--- src/rtl/operand_fetch.sv ---
// Operand-fetch stage: 8x16 register file with one read port, sequenced by an
// IDLE/READ_A/READ_B/HOLD FSM. Define OPERAND_FETCH_BYPASS_EN for write-to-read forwarding.
module operand_fetch #(
  parameter int W    = 16,
  parameter int NREG = 8
) (
  input  logic                    clk,
  input  logic                    reset_n,
  input  logic                    req_valid,
  output logic                    req_ready,
  input  logic [$clog2(NREG)-1:0] req_rn_a,
  input  logic [$clog2(NREG)-1:0] req_rn_b,
  input  logic [1:0]              req_shift,
  input  logic                    w_en,
  input  logic [$clog2(NREG)-1:0] w_num,
  input  logic [W-1:0]            w_data,
  output logic                    out_valid,
  input  logic                    out_ready,
  output logic [W-1:0]            a_out,
  output logic [W-1:0]            b_out,
  output logic [1:0]              shift_out
);
  localparam int RW = $clog2(NREG);

  typedef enum logic [1:0] {IDLE, READ_A, READ_B, HOLD} state_t;

  state_t          state_q, state_d;
  logic [W-1:0]    regs_q [NREG];
  logic [RW-1:0]   rn_a_q, rn_b_q;
  logic [1:0]      shift_q;
  logic [W-1:0]    a_q, b_q;
  logic            req_ready_q, out_valid_q;
  logic [RW-1:0]   rd_num;
  logic [W-1:0]    rd_data;

  // Single read port, steered by the FSM to whichever operand is being fetched.
  always_comb begin
    rd_num  = (state_q == READ_B) ? rn_b_q : rn_a_q;
    rd_data = regs_q[rd_num];
`ifdef OPERAND_FETCH_BYPASS_EN
    if (w_en && (w_num == rd_num)) rd_data = w_data;
`endif
  end

  always_comb begin
    state_d = state_q;
    case (state_q)
      IDLE:    if (req_valid) state_d = READ_A;
      READ_A:  state_d = READ_B;
      READ_B:  state_d = HOLD;
      HOLD:    if (out_ready) state_d = IDLE;
      default: state_d = IDLE;
    endcase
  end

  always_ff @(posedge clk or negedge reset_n) begin
    if (!reset_n) begin
      state_q     <= IDLE;
      req_ready_q <= 1'b1;
      out_valid_q <= 1'b0;
    end else begin
      state_q     <= state_d;
      req_ready_q <= (state_d == IDLE);
      out_valid_q <= (state_d == HOLD);
    end
  end

  // Write port runs regardless of FSM state; reads in the same edge see the old value.
  always_ff @(posedge clk or negedge reset_n) begin
    if (!reset_n) begin
      for (int i = 0; i < NREG; i++) regs_q[i] <= '0;
    end else if (w_en) begin
      regs_q[w_num] <= w_data;
    end
  end

  always_ff @(posedge clk or negedge reset_n) begin
    if (!reset_n) begin
      rn_a_q  <= '0;
      rn_b_q  <= '0;
      shift_q <= '0;
      a_q     <= '0;
      b_q     <= '0;
    end else begin
      if (state_q == IDLE && req_valid) begin
        rn_a_q  <= req_rn_a;
        rn_b_q  <= req_rn_b;
        shift_q <= req_shift;
      end
      if (state_q == READ_A) a_q <= rd_data;
      if (state_q == READ_B) b_q <= rd_data;
    end
  end

  assign req_ready = req_ready_q;
  assign out_valid = out_valid_q;
  assign a_out     = a_q;
  assign b_out     = b_q;
  assign shift_out = shift_q;
endmodule

--- config.mk ---
export PLATFORM = sky130hd
export DESIGN_NAME = operand_fetch
export DESIGN_NICKNAME = d
export VERILOG_FILES = /design/src/rtl/operand_fetch.sv
export SDC_FILE = /design/constraint.sdc
export NUM_CORES = 1
export LEC_CHECK = 0
export BUFFER_PORTS_ARGS = -buffer_cell sky130_fd_sc_hd__buf_2
export CELL_PAD_IN_SITES_DETAIL_PLACEMENT = 0
export CELL_PAD_IN_SITES_GLOBAL_PLACEMENT = 2
export CORE_UTILIZATION = 41
export DETAILED_ROUTE_END_ITERATION = 6
export MAX_ROUTING_LAYER = met4
export PLACE_DENSITY = 0.86
export SKIP_CTS_REPAIR_TIMING = 1
export SYNTH_ARGS = -nofsm -noshare
export SYNTH_HDL_FRONTEND = slang
export SYNTH_SLANG_ARGS = --single-unit
--- constraint.sdc ---
create_clock -name clk -period 4.6 [get_ports clk]
set_clock_uncertainty 0.15 [all_clocks]
set_input_delay 0.92 -clock clk [delete_from_list [all_inputs] [get_ports clk]]
set_output_delay 0.92 -clock clk [all_outputs]
set_load 0.02 [all_outputs]
[Word level (Yosys, flattened, before mapping)]
Cells that the tools add are included.
Storage, ports and cells
  logic and storage cells: 39
  register bits after elaboration: 172
  output and inout bits: 36
  input bits: 32
Cells by class
  multiplexer cells: 10
  order comparisons: 3
  equality and inequality tests: 4
  reductions and logical operators: 4
  bitwise gates (word level): 2
Operators with widths (count)
  bitwise mux 128 bit: 1
  binary-select mux 16 bit (select 3 bit): 1
  demux 16 bit (select 3 bit): 1
  2-to-1 mux 16 bit: 3
  >= comparator 4 bit, second input constant: 2
  NOT 3 -> 4 bit: 2
  one-hot mux 2 bit (4 select lines): 1
  == test 2 bit, second input constant: 3
  zero test 2 bit: 2
  < comparator 4 x 1 -> 1 bit, second input constant: 1
  2-to-1 mux 2 bit: 2
  2-to-1 mux 3 bit: 1
  == test 2 x 1 -> 1 bit, second input constant: 1
  logical AND 1 bit: 2

[Longest topological paths before layout]
Gate-level depths: netlist of run 1.
  depth after elaboration: 6
  mapped depth: 7
  depth with buffers taken out: 4

[Least setup slack after synthesis of run 1]
OpenSTA, ideal clock, no wires.
  path kind: input port to flip-flop
  start point: input port w_num[1]
  end point: register regs_q[101] (netlist name)
  path buffers: 2
  data required time: 4.325 ns
  setup time: 0.125 ns
  cell stages on the path: 5
  data arrival time: 2.127 ns
  path slack: 2.198 ns
  path through: clkbuf_1 -> nand2b_4 -> nor3b_4 -> buf_2 -> mux2_2
Between the ends
  longest elaborated chain between the ends: 6
  elaborated cells on any way between the ends: 7
  those cells by class: order compare (2); mux (3); bitwise (1); reduce/logical (1)
RTL lines
  start: declaration: line 15  | input logic [$clog2(NREG)-1:0] w_num,
  NOT 3 -> 4 bit (implied by the code) *: line 73  | regs_q[w_num] <= w_data;
  >= comparator 4 bit (implied by the code) / < comparator 4 x 1 -> 1 bit (equally long branches): line 73
  logical AND 1 bit (implied by the code): line 73
  2-to-1 mux 16 bit (implied by the code): line 73
  demux 16 bit (select 3 bit) *: line 73
  bitwise mux 128 bit *: line 73
  end signal: indexed assignment: line 73
  end: declaration: line 28  | logic [W-1:0] regs_q [NREG];
Mark *: on every way between the ends. The rest lies on a longest branch, timed or not.
A chain may end at the register's enable or synchronous reset.

[Worst setup path after layout of run 1]
  start point: register state_q[1]
  end point: register b_q[9] (netlist: b_out[9])
Between the ends
  longest elaborated chain between the ends: 6
RTL lines
  start: declaration: line 27  | state_t state_q, state_d;
  start signal: assignment: line 62  | state_q <= state_d;
  == test 2 bit *: line 38, 91
  2-to-1 mux 3 bit: line 38  | rd_num = (state_q == READ_B) ? rn_b_q : rn_a_q;
  NOT 3 -> 4 bit (implied by the code): line 39  | rd_data = regs_q[rd_num];
  binary-select mux 16 bit (select 3 bit): line 39
  2-to-1 mux 16 bit (implied by the code) (2 in series): line 39
  end signal: assignment: line 91  | if (state_q == READ_B) b_q <= rd_data;
  end: declaration: line 31  | logic [W-1:0] a_q, b_q;
Mark *: on every way between the ends. The rest lies on a longest branch, timed or not. The select of a mux whose other input is x is not followed.

==> results.md, run 1 <==
- The first TritonRoute pass finished after 4 iterations.
- In this run the most critical hold path is launched from b_out[11].
- The slowest stage of the critical path belongs to the cell nor2b_4.
- The all-layer global routing usage is 20.1%.
- The synthesized netlist devotes 8.55% of its cell area to compound gates.
- 68 I/O pins were placed.
- TritonCTS built the clock tree.
- The detail route stage leaves a number of antenna-violating nets equal to 0.
- The floorplan has 54 rows.
- The clock buffer count from CTS is 17.
- The number of levels in the clock H-tree is 4.
- The final instance count without filler cells is 1054.
- By area, the combinational part of the netlist is dominated by multiplexers.
- The number of placed instances with taps included is 1022.
- The worst setup slack before clock tree synthesis is 1.68 ns.
- For this run, the top clock speed supported by timing is 345 MHz.
- The combinational power share is 44.1%.
- The filler cell count is 1942.
- Grouping stages by cell kind, the critical path spends the most delay in simple AND/OR/NAND/NOR gates.
- The count of final max-slew check failures came to 0.
- After detailed routing, the number of vias per cell comes to 5.58.
- The initial antenna violation count is 0.
- The post-synthesis sequential element count is 172.
- The number of instances in the synthesized netlist is 710.
- In this run the tightest slew margin relative to its limit is 27.2%.
- 0 antenna diodes ended up in the layout.
- The buffers plus inverters on the worst setup path is 1.
- The per-cell routed wire length is 20.0 um.
- Summing the sequential cell areas from Yosys gives 47.2% of the chip area.
- The floorplan step set the die width to 151 um.
- Once the floorplan was initialized, standard cells occupied 41.8% of the core.
- When the netlist entered floorplanning its net count stood at 742.
- At the worst endpoint, the required time is 4.78 ns.
- CTS placed an instance of clkbuf_16 at the clock tree root.
- In the post-synthesis netlist, the biggest area contributors are dfrtp_1, mux2i_1, mux2_2, o32ai_2, nor2_1.
- After layout, the worst setup slack is 1.70 ns.
- The clock-pin slew on the worst setup and hold paths is 0.06 ns.
- The total wire length is 21.1 mm.
- The post-route netlist has 34.5% of its cells at a drive strength greater than 1.
- Summing the areas of all xor and xnor instances in the mapped netlist gives 0% of the synthesized area.
- Summing all non-filler instances in the final layout gives an area of 0.0102 mm2.
- The maximum number of pins on one net before global-route repair is 87.
- The startpoint identified for the worst register-to-register timing path is state_q[1].
- The internal reg-to-reg setup slack is 1.70 ns.
- The type of element capturing the critical path is a flop.
- After global routing the overflow that remains totals 0.
- Multiplexer cells account for 34.1% of the synthesized area.
- Net switching is 40.1% of the power.
- The worst setup path is launched from a flop.
- After detailed placement, the total cell area comes to 0.00963 mm2.
- The clock period could shrink to 2.90 ns.
- The total of max-cap violations is 0.
- The maximum fanout count along the critical path is 30.
- The combined area of all synthesized cells is 0.00913 mm2.
- The core region is 0.0218 mm2.
- In this run the power density over the cells is 696 mW/mm2.
- The post-synthesis share of cell area spent on full adders, half adders and majority gates is 0%.
- Cell internal power was estimated by the tool at 4.26 mW.
- The path class of the lowest-slack min-delay path is flop to flop.
- The cell type contributing the most total cell area after synthesis is dfrtp_1.
- Averaged over all synthesized cells, the footprint is 12.9 um2.
- The area of the die is 0.0229 mm2.
- The startpoint of the most critical setup path is state_q[1].
- The switching power total is 2.85 mW.
- The leakage power is 4.61 nW.
- The library cells used most frequently in the layout, excluding fill and tap cells, are dfrtp_1, mux2i_1, mux2_2.
- The area share of and/or/nand/nor cells after synthesis is 6.50%.
- From synthesis to final layout, the design area changed by 12.0%.
- Across the VDD grid, the largest voltage drop is 0.313 mV.
- Hold timing on the final database bottoms out at a slack of 0.319 ns.
- The number of hold violations in the final report was 0.
- The total half-perimeter wirelength after legalization and detailed placement is 13.5 mm.
- Setup repair after global routing left no endpoint under its margin.
- The arrival time reported for the critical path endpoint is 3.08 ns.
- After synthesis, the share of flip-flops with an asynchronous set or reset is 100%.
- The number of global-route vias before repair came to 6093.
- The number of synthesized flops with an enable pin is 0.
- The number of design-rule violations left by the first detailed-router iteration is 240.
- The part of the total power dissipated in the clock network is 20.7%.
- The final total power is 7.12 mW.
- The number of buffer cells added on primary ports is 67.
- The critical path goes through nor2b_4, buf_4, mux2i_1, o32ai_2, o31ai_1.
- The clock net in this run drives a total of 172 sinks.
- The global-route wire length before repair is 33.3 mm.
- At the end of the flow, the number of nets in the layout was 793.
- The dominant synthesized flop cell is dfrtp_1.
- The critical setup path kind is flop to flop.
- At the end of the flow the core is filled with cells to 46.9%.
- The total negative slack for setup checks is 0 ns.
- For the pin with the worst max-slew slack, the measured transition is 1.09 ns.
- The part of the cycle the worst path needs is 63.1%.
- No sink is reached through more buffers than the 2 on the longest clock path.
- For this run, the number of Yosys warnings is 0.
- The run finished with clean final reports.
- The weighted congestion at the end of routability-driven global placement is 0.750.
- The number of distinct library cell variants in the gate-level netlist after synthesis is 31.
- Sequential cells account for 35.2% of the total power.
- Of the post-synthesis cell area, the dominant cell type holds 46.9%.
- Leaving out fill and tap cells, the most frequent cell in the layout is dfrtp_1.
- The routed layout has 5885 vias.
- The critical path's largest stage delay is 0.92 ns.
- Setup violations remaining at the end of the flow were counted as 0.
- The overall die height is 151 um.
- In the routed design, unresolved DRC markers number 0.
- At the later pin of the worst-skew pair, clock insertion delay measures 0.43 ns.
-- power groups by stage --
stage / sequential [mW] / combinational [mW] / clock (mW)
finish: 2.51 / 3.14 / 1.47
global route: 2.58 / 3.40 / 1.56
CTS: 2.51 / 3.15 / 1.50
detailed placement: 2.53 / 3.14 / 0
global placement: 2.49 / 3.06 / 0
floorplan: 2.41 / 2.48 / 0
-- layout make-up --
type | count | area, um2 | area share (%)
multi-input combinational | 486 | 4490 | 43.9
sequential | 172 | 4310 | 42.2
clock buffer | 24 | 482 | 4.71
timing repair buffer | 81 | 459 | 4.49
tap | 280 | 350 | 3.43
clock inverter | 8 | 118 | 1.15
inverter | 3 | 11.3 | 0.110
-- cell usage after synthesis (all sizes together) (2+ instances only) --
library cell,count
o32ai,32
a31oi,4
nand2b,4
nor2,65
nand2,39
nor3,2
buf,42
mux2,134
mux2i,160
o21ai,2
nand4b,3
o31ai,32
inv,3
dfrtp,171
clkbuf,7
nor3b,2
-- worst reg2reg max path: cells and delay by family (launching register included) --
family                 cells  cell delay, ns
AND/OR/NAND/NOR            1            0.93
flip-flops                 1            0.53
AO/OA/AOI/OAI              2            0.44
buffers and inverters      1            0.42
multiplexers               1            0.34
-- cells by family after synthesis --
kind of cell           Yosys count
muxes                          294
DFF                            172
and+or+nand+nor                122
AOI/OAI and AO/OA               70
buffers and inverters           52
-- registers in the layout, summed over array words and instances, names as in the netlist --
register   flops
state_q        2
regs_q       128
rn_b_q         3
req_ready      1
a_out         16
out_valid      1
b_out         16
shift_out      2
rn_a_q         3
-- metal layers --
layer | GRT usage, % | share of wire [%] | vias up
met5 | - | 0 | -
met4 | 5.70 | 1.7 | 0
met1 | 25.4 | 47 | 3039
li1 | - | - | 2719
met3 | 3.80 | 2.5 | 27
met2 | 32.8 | 49 | 100
-- path summary, 6_finish.rpt --
| path | endpoint | cells after the start |
|---|---|---|
| min | b_out[11] | 2 |
| max | b_out[9] | 5 |
| max reg2reg | b_out[9] | 5 |
| min in group asynchronous | regs_q[119] | 1 |
| min reg2reg | b_out[11] | 2 |
| max in group asynchronous | rn_a_q[0] | 2 |
(Power assumes the default switching activity.)
==> run 2, diff against run 1 <==
--- a/config.mk
+++ b/config.mk
@@ -5,10 +5,11 @@
 export SDC_FILE = /design/constraint.sdc
 export NUM_CORES = 1
 export LEC_CHECK = 0
+export ABC_AREA = 1
 export BUFFER_PORTS_ARGS = -buffer_cell sky130_fd_sc_hd__buf_2
 export CELL_PAD_IN_SITES_DETAIL_PLACEMENT = 0
 export CELL_PAD_IN_SITES_GLOBAL_PLACEMENT = 2
-export CORE_UTILIZATION = 41
+export CORE_UTILIZATION = 35
 export DETAILED_ROUTE_END_ITERATION = 6
 export MAX_ROUTING_LAYER = met4
 export PLACE_DENSITY = 0.86
==> constraint.sdc (replaced) <==
create_clock -name clk -period 2.8 [get_ports clk]
set_clock_uncertainty 0.15 [all_clocks]
set_input_delay 0.56 -clock clk [delete_from_list [all_inputs] [get_ports clk]]
set_output_delay 0.56 -clock clk [all_outputs]
set_load 0.02 [all_outputs]
==> run 2 against run 1 <==
  * The flow now finishes with violations (negative hold slack)
  * Largest power group unchanged
  * Area after synthesis decreased by 12%
  * Sequential share of layout area increased by 4.4 points
  * Worst hold slack worse by 0.35 ns
  * Design area down 9.6%
  * Clock power increased by 56%
  * Die area rose by 2.6%
  * Sequential power grew 42%
  * Sequential cell count did not move
  * Global-route usage is 1.9 points higher
  * Synthesized cell count rose by 42%
==> results.md, run 2 <==
- The leakage power is 4.83 nW (+5.0%).
- The number of synthesized flops with an enable pin is 0 (unchanged).
- The area of the die is 0.0235 mm2 (+2.6%).
- The cell family contributing the most delay on the critical path is simple AND/OR/NAND/NOR gates.
- The flow ran to the end, but the final reports show violations.
- The number of sinks driven by the clock tree is 172 (unchanged).
- The filler cell count is 2261 (+16%).
- The critical path is of the flop to flop type.
- The number of cell rows came to 54 (unchanged).
- Setup repair after global routing left no endpoint under its margin.
- The startpoint type of the worst setup path is a flop.
- The share of total power in sequential cells is 33.5% (-1.7 points).
- The switching power total came to 4.67 mW (+64%).
- Relative to the synthesized area, the layout overhead comes to 15.6%.
- The maximum number of pins on one net before global-route repair is 64 (-26%).
- The number of buffer cells added on primary ports is 67 (unchanged).
- The number of warnings reported in the yosys synthesis log was 0 (unchanged).
- The worst setup path is captured at a flop.
- The maximum clock path buffer count came to 2 (unchanged).
- The per-cell routed wire length was 17.3 um (-13%).
- The count of final max-slew check failures was 0 (unchanged).
- The most common cell after layout, fill and taps aside is nand2_1.
- The net count after synthesis was 1041 (+40%).
- The synthesized design spends more area on one cell type than any other, namely dfrtp_1.
- In this run the worst hold path is classified as input port to asynchronous set/reset pin.
- The initial antenna violation count is 0 (unchanged).
- The part of the total power dissipated in the clock network is 21.5% (+0.8 points).
- The dominant synthesized flop cell is dfrtp_1.
- The final reports fail on negative hold slack.
- The all-layer global routing usage is 22.0% (+1.9 points).
- The number of levels in the clock H-tree is 4 (unchanged).
- The ratio of cells with drive above 1 in the final layout was 12.7% (-22 points).
- The number of top-level pins was 68 (unchanged).
- The area of the core is 0.0221 mm2 (+1.2%).
- The slew at the pin with the worst max-slew slack is 1.05 ns (-0.0426 ns).
- The first-pass detailed-route iteration total was 5 (+1).
- The net count of the finished layout is 1094 (+38%).
- The number of distinct library cell variants in the gate-level netlist after synthesis came to 23 (-26%).
- The average instance area after synthesis is 7.93 um2 (-38%).
- The master of the slowest instance on the critical path is dfrtp_1.
- The headroom to the max-slew limit is 30.0% (+2.8 points).
- The maximum fanout count along the critical path is 33 (+10%).
- The remaining antenna violation count after routing is 0 (unchanged).
- In the layout the commonest cells are nand2_1, nand3_1, dfrtp_1.
- The part of the cycle the worst path needs is 80.3% (+17 points).
- In the post-synthesis netlist, the cell with the most instances is nand2_1.
- The fmax is 445 MHz (+29%).
- The total inserted antenna cells is 0 (unchanged).
- The number of design-rule violations left by the first detailed-router iteration is 644 (+170%).
- TritonCTS built the clock tree.
- The peak supply drop is 0.890 mV (+180%).
- In the post-synthesis netlist, the biggest area contributors are dfrtp_1, nand2_1, nand3_1, o21ai_0, inv_1.
- By count the netlist is led by nand2_1, nand3_1, dfrtp_1.
- The total of max-cap violations is 0 (unchanged).
- The sequential element share of the synthesized area was 53.8% (+6.7 points).
- The number of global-route vias before repair was 6620 (+8.6%).
- The weighted congestion at the end of routability-driven global placement came to 0.785 (+4.7%).
- The signal on the critical path passes through nand2_4, buf_4, nand2_2, nand2_1, buf_12, nand2_1, nand3_1, nand3_1, nand3_1, nand2_1.
- The detailed-route vias per instance is 4.96 (-11%).
- The power density normalized to cell area is 1150 mW/mm2 (+66%).
- The starting density of the core was 36.2% (-5.6 points).
- The total wire length came to 23.5 mm (+12%).
- The number of vias in the routed layout was 6717 (+14%).
- The combined area of all synthesized cells is 0.00800 mm2 (-12%).
- The arrival time reported for the critical path endpoint is 2.42 ns (-0.66 ns).
- The data required time at the worst endpoint is 2.97 ns (-1.81 ns).
- Ranked by flip-flop count, first place goes to regs_q.
- The overall die height is 153 um (+1.3%).
- The worst hold-check slack came to -0.0327 ns (-0.352 ns).
- The combinational power share was 45.0% (+0.9 points).
- The total negative slack for setup checks is 0 ns (unchanged).
- The chip width is 153 um (+1.3%).
- The internal power contribution is 5.98 mW (+40%).
- The post-synthesis sequential element count is 172 (unchanged).
- The clock buffer count from CTS came to 17 (unchanged).
- The number of instances in the synthesized netlist came to 1009 (+42%).
- The clock period minus worst slack is 2.25 ns (-0.655 ns).
- The number of DRC violations after detailed routing was 0 (unchanged).
- The cell at the root of the clock tree is clkbuf_16.
- The critical path's largest stage delay is 0.46 ns (-0.46 ns).
- The clock latency on the worst-skew pair is 0.43 ns (about the same).
- The number of hold violations in the final report is 13 (+13).
- The async set or reset register ratio after synthesis is 100% (unchanged).
- The total half-perimeter wirelength after legalization and detailed placement is 14.3 mm (+6.5%).
- The switching power share of the total is 43.8% (+3.8 points).
- The number of flip-flops under the largest register name came to 128 (unchanged).
- The clock-pin slew on the worst setup and hold paths is 0.07 ns (about the same).
- The top-area cell type share of the netlist area is 53.5% (+6.6 points).
- The utilization of the core after routing is 41.8% (-5.0 points).
- The final setup violation count was 0 (unchanged).
- The buffers plus inverters on the worst setup path was 2 (+1).
- The remaining global-route overflow is 0 (unchanged).
- The global-route wire length before repair was 37.9 mm (+14%).
==> run 2: cell count changes after synthesis, sizes merged, moves of 129 or more <==
| cell | delta |
|---|---|
| nand3 | +196 |
| o21ai | +129 |
| inv | +155 |
| mux2 | -131 |
| nand2 | +234 |
| mux2i | -160 |
==> run 2: power groups by stage <==
| stage | clock network [mW] | registers, mW | logic [mW] |
|---|---|---|---|
| floorplan | 0 | 3.76 | 3.06 |
| global placement | 0 | 3.59 | 4.79 |
| detailed placement | 0 | 3.60 | 4.81 |
| CTS | 2.34 | 3.56 | 4.82 |
| global route | 2.44 | 3.63 | 5.38 |
| finish | 2.29 | 3.57 | 4.79 |
==> run 2: worst paths after layout <==
check                           start    endpoint  slack, ns  depth (start not counted)
min in group clk            out_ready   out_valid       0.17                          2
min                           reset_n  regs_q[70]      -0.03                          1
max reg2reg                state_q[1]   b_out[12]       0.55                         10
max                        state_q[1]   b_out[12]       0.55                         10
min reg2reg                  a_out[9]    a_out[9]       0.32                          2
max in group asynchronous     reset_n    b_out[1]       1.76                          2
==> run 2: metal layers <==
layer / GRT usage, % / routed length (um) / part of all wire, %
met1: 29.8 / 11300 / 48
met2: 33.8 / 10600 / 45
met3: 4.05 / 1250 / 5.3
met4: 5.92 / 364 / 1.5
met5: - / 0 / 0
==> run 2: area by class of cell <==
cell class / instances / area (um2) / share of cell area, %
tap: 280 / 350 / 3.79
inverter: 159 / 597 / 6.46
multi-input combinational: 621 / 2830 / 30.6
clock inverter: 9 / 87.6 / 0.948
clock buffer: 23 / 478 / 5.17
sequential: 172 / 4310 / 46.6
timing repair buffer: 91 / 597 / 6.46
==> run 2: metrics by stage <==
step	setup WS (ns)	instances	total power, mW	cell area [um2]
floorplan	1.19	1009	6.82	8000
global placement	0.575	1323	8.38	8680
detailed placement	0.545	1323	8.41	8680
CTS	0.529	1355	10.7	9240
global route	0.369	1355	11.5	9240
finish	0.552	1355	10.6	9240
==> run 2: cell families after synthesis <==
family                 count (synthesis)  share of synthesized area, %
and+or+nand+nor                      481                          25.9
buffers and inverters                216                          10.9
DFF                                  172                          53.8
AOI/OAI and AO/OA                    137                          8.90
muxes                                  3                         0.422
==> run 3, diff against run 2 <==
--- a/config.mk
+++ b/config.mk
@@ -5,14 +5,14 @@
 export SDC_FILE = /design/constraint.sdc
 export NUM_CORES = 1
 export LEC_CHECK = 0
-export ABC_AREA = 1
+export ABC_AREA = 0
 export BUFFER_PORTS_ARGS = -buffer_cell sky130_fd_sc_hd__buf_2
 export CELL_PAD_IN_SITES_DETAIL_PLACEMENT = 0
 export CELL_PAD_IN_SITES_GLOBAL_PLACEMENT = 2
-export CORE_UTILIZATION = 35
+export CORE_UTILIZATION = 38
 export DETAILED_ROUTE_END_ITERATION = 6
 export MAX_ROUTING_LAYER = met4
-export PLACE_DENSITY = 0.86
+export PLACE_DENSITY = 0.84
 export SKIP_CTS_REPAIR_TIMING = 1
 export SYNTH_ARGS = -nofsm -noshare
 export SYNTH_HDL_FRONTEND = slang
==> constraint.sdc (replaced) <==
create_clock -name clk -period 1.95 [get_ports clk]
set_clock_uncertainty 0.15 [all_clocks]
set_input_delay 0.39 -clock clk [delete_from_list [all_inputs] [get_ports clk]]
set_output_delay 0.39 -clock clk [all_outputs]
set_load 0.02 [all_outputs]
==> run 3 against run 2 <==
  * The run now ends clean
  * Critical endpoint unchanged
  * Global-route usage fell by 2.7 points
  * Sequential share of layout area fell by 8.1 points
  * Setup slack got worse by 0.54 ns
  * Fmax rose by 16%
  * Design area rose by 21%
  * Die area rose by 5.0%
  * Sequential power rose by 55%
==> results.md, run 3 (synthesized netlist as in run 1, its figures left out) <==
- The run finished with clean final reports.
- The maximum clock path buffer count is 2 (unchanged).
- The maximum fanout count along the critical path is 9 (-73%).
- The total half-perimeter wirelength after legalization and detailed placement is 14.1 mm (-1.9%).
- The standard cell area after detailed placement is 0.0102 mm2 (+17%).
- The number of design-rule violations left by the first detailed-router iteration is 335 (-48%).
- The starting density of the core was 38.8% (+2.6 points).
- The overall die height came to 157 um (+2.5%).
- The power density normalized to cell area is 1650 mW/mm2 (+43%).
- The number of buffer cells added on primary ports is 67 (unchanged).
- The total wire length was 23.0 mm (-2.2%).
- The arrival time reported for the critical path endpoint is 2.09 ns (-0.33 ns).
- The number of flip-flops under the largest register name is 128 (unchanged).
- The final setup violation count is 0 (unchanged).
- The number of vias in the routed layout is 6149 (-8.5%).
- The area of the die is 0.0246 mm2 (+5.0%).
- The worst hold path belongs to the class input port to flop.
- Clock tree synthesis selected as its root buffer the cell clkbuf_16.
- The register with the most flip-flops in the final layout is regs_q.
- Setup repair after global routing could not meet its margin everywhere.
- The utilization of the core after routing came to 47.6% (+5.7 points).
- The number of sinks driven by the clock tree is 172 (unchanged).
- The clock-pin slew on the worst setup and hold paths is 0.06 ns (about the same).
- The ratio of cells with drive above 1 in the final layout is 42.2% (+30 points).
- The area of the core is 0.0235 mm2 (+6.6%).
- The leakage power is 5.02 nW (+3.8%).
- The clock period minus worst slack is 1.94 ns (-0.310 ns).
- The number of global-route vias before repair was 6059 (-8.5%).
- The total of max-cap violations is 0 (unchanged).
- In the layout the commonest cells are dfrtp_1, mux2i_1, mux2_2.
- The all-layer global routing usage is 19.3% (-2.7 points).
- The slew at the pin with the worst max-slew slack is 0.337 ns (-0.709 ns).
- The type of element capturing the critical path is a flop.
- The net count of the finished layout came to 850 (-22%).
- The chip width is 157 um (+2.5%).
- The count of final max-slew check failures was 0 (unchanged).
- The per-cell routed wire length came to 20.0 um (+15%).
- The synthesis-to-layout area growth is 22.7%.
- The number of DRC violations after detailed routing is 0 (unchanged).
- The number of hold violations in the final report is 0 (-13).
- The clock latency on the worst-skew pair is 0.43 ns (about the same).
- The startpoint type of the worst setup path is a flop.
- The critical path in this run is classified as flop to flop.
- The remaining antenna violation count after routing came to 0 (unchanged).
- The part of the cycle the worst path needs is 99.3% (+19 points).
- The peak supply drop was 0.842 mV (-5.3%).
- TritonCTS built the clock tree.
- The remaining global-route overflow came to 0 (unchanged).
- The headroom to the max-slew limit is 77.5% (+47 points).
- The clock buffer count from CTS is 17 (unchanged).
- The fmax is 516 MHz (+16%).
- The cell area after layout is 0.0112 mm2 (+21%).
- The most common cell after layout, fill and taps aside is dfrtp_1.
- The weighted congestion at the end of routability-driven global placement was 0.766 (-2.4%).
- The first-pass detailed-route iteration total is 4 (-1).
- The total negative slack for setup checks is 0 ns (unchanged).
- The final instance count without filler cells was 1150 (-15%).
- The global-route wire length before repair is 34.8 mm (-8.1%).
- The maximum number of pins on one net before global-route repair is 49 (-23%).
- The number of levels in the clock H-tree is 4 (unchanged).
- The initial antenna violation count is 1 (+1).
- The data required time at the worst endpoint came to 2.10 ns (-0.87 ns).
- The number of cell rows is 56 (+3.7%).
- The number of placed instances with taps included is 1092 (-17%).
- The detailed-route vias per instance is 5.35 (+7.9%).
- The number of top-level pins is 68 (unchanged).
[run 3: changes by cell type in the layout (fill, tap and decap cells not counted), sizes merged, moves of 43 or more]
| cell | previous run | this run |
|---|---|---|
| mux2i | 0 | 160 |
| nand3 | 196 | 0 |
| o21ai | 131 | 2 |
| nand2 | 273 | 39 |
| buf | 91 | 134 |
| inv | 159 | 3 |
| nor2 | 11 | 65 |
| mux2 | 3 | 134 |
[run 3: layout make-up]
type | instances | area [um2]
antenna | 1 | 2.50
clock buffer | 23 | 468
clock inverter | 8 | 70.1
fill | 2123 | 12300
inverter | 3 | 11.3
multi-input combinational | 486 | 4670
sequential | 172 | 4310
tap | 319 | 399
timing repair buffer | 138 | 1260
[run 3: per-stage QoR]
step / setup slack (ns) / power [mW] / hold WS (ns)
2_1_floorplan: 0.0781 / 11.5 / -0.0556
3_3_place_gp: -0.166 / 13.9 / 0.144
3_5_place_dp: -0.232 / 14.0 / 0.147
4_1_cts: -0.253 / 17.2 / -0.309
5_1_grt: -0.0443 / 19.5 / 0.0320
6_report: 0.0127 / 18.5 / 0.0213
[run 3: layer usage]
| metal | up-vias | part of all wire, % | global-route usage, % |
|---|---|---|---|
| met2 | 109 | 48 | 30.4 |
| met4 | 0 | 1.3 | 5.74 |
| li1 | 2848 | - | - |
| met3 | 21 | 3.6 | 2.48 |
| met1 | 3171 | 48 | 26.0 |
| met5 | - | 0 | - |
[run 3: worst paths after layout]
kind                        startpoint    endpoint  slack, ns  cells past startpoint
max                         state_q[0]   b_out[12]       0.01                      6
min                        req_rn_a[1]   rn_a_q[1]       0.02                      3
max reg2reg                 state_q[0]   b_out[12]       0.01                      6
min reg2reg                   b_out[7]    b_out[7]       0.33                      2
max in group asynchronous      reset_n  regs_q[15]       0.75                      3
min in group asynchronous      reset_n  regs_q[87]       0.27                      2
[run 3: power by group]
part	leakage (nW)	internal (mW)	switching, mW	total [mW]
registers	2.07	4.65	0.867	5.52
logic	2.68	4.81	5.02	9.83
clock network	0.263	1.81	1.35	3.15
total	5.02	11.3	7.24	18.5
[run 3: critical path, cell delays in order, from the launching register on]
cell      delay [ns]
dfrtp_1         0.41
buf_6           0.14
nor4bb_4        0.34
a31oi_4         0.06
buf_4           0.22
o32ai_2         0.36
o31ai_1         0.13
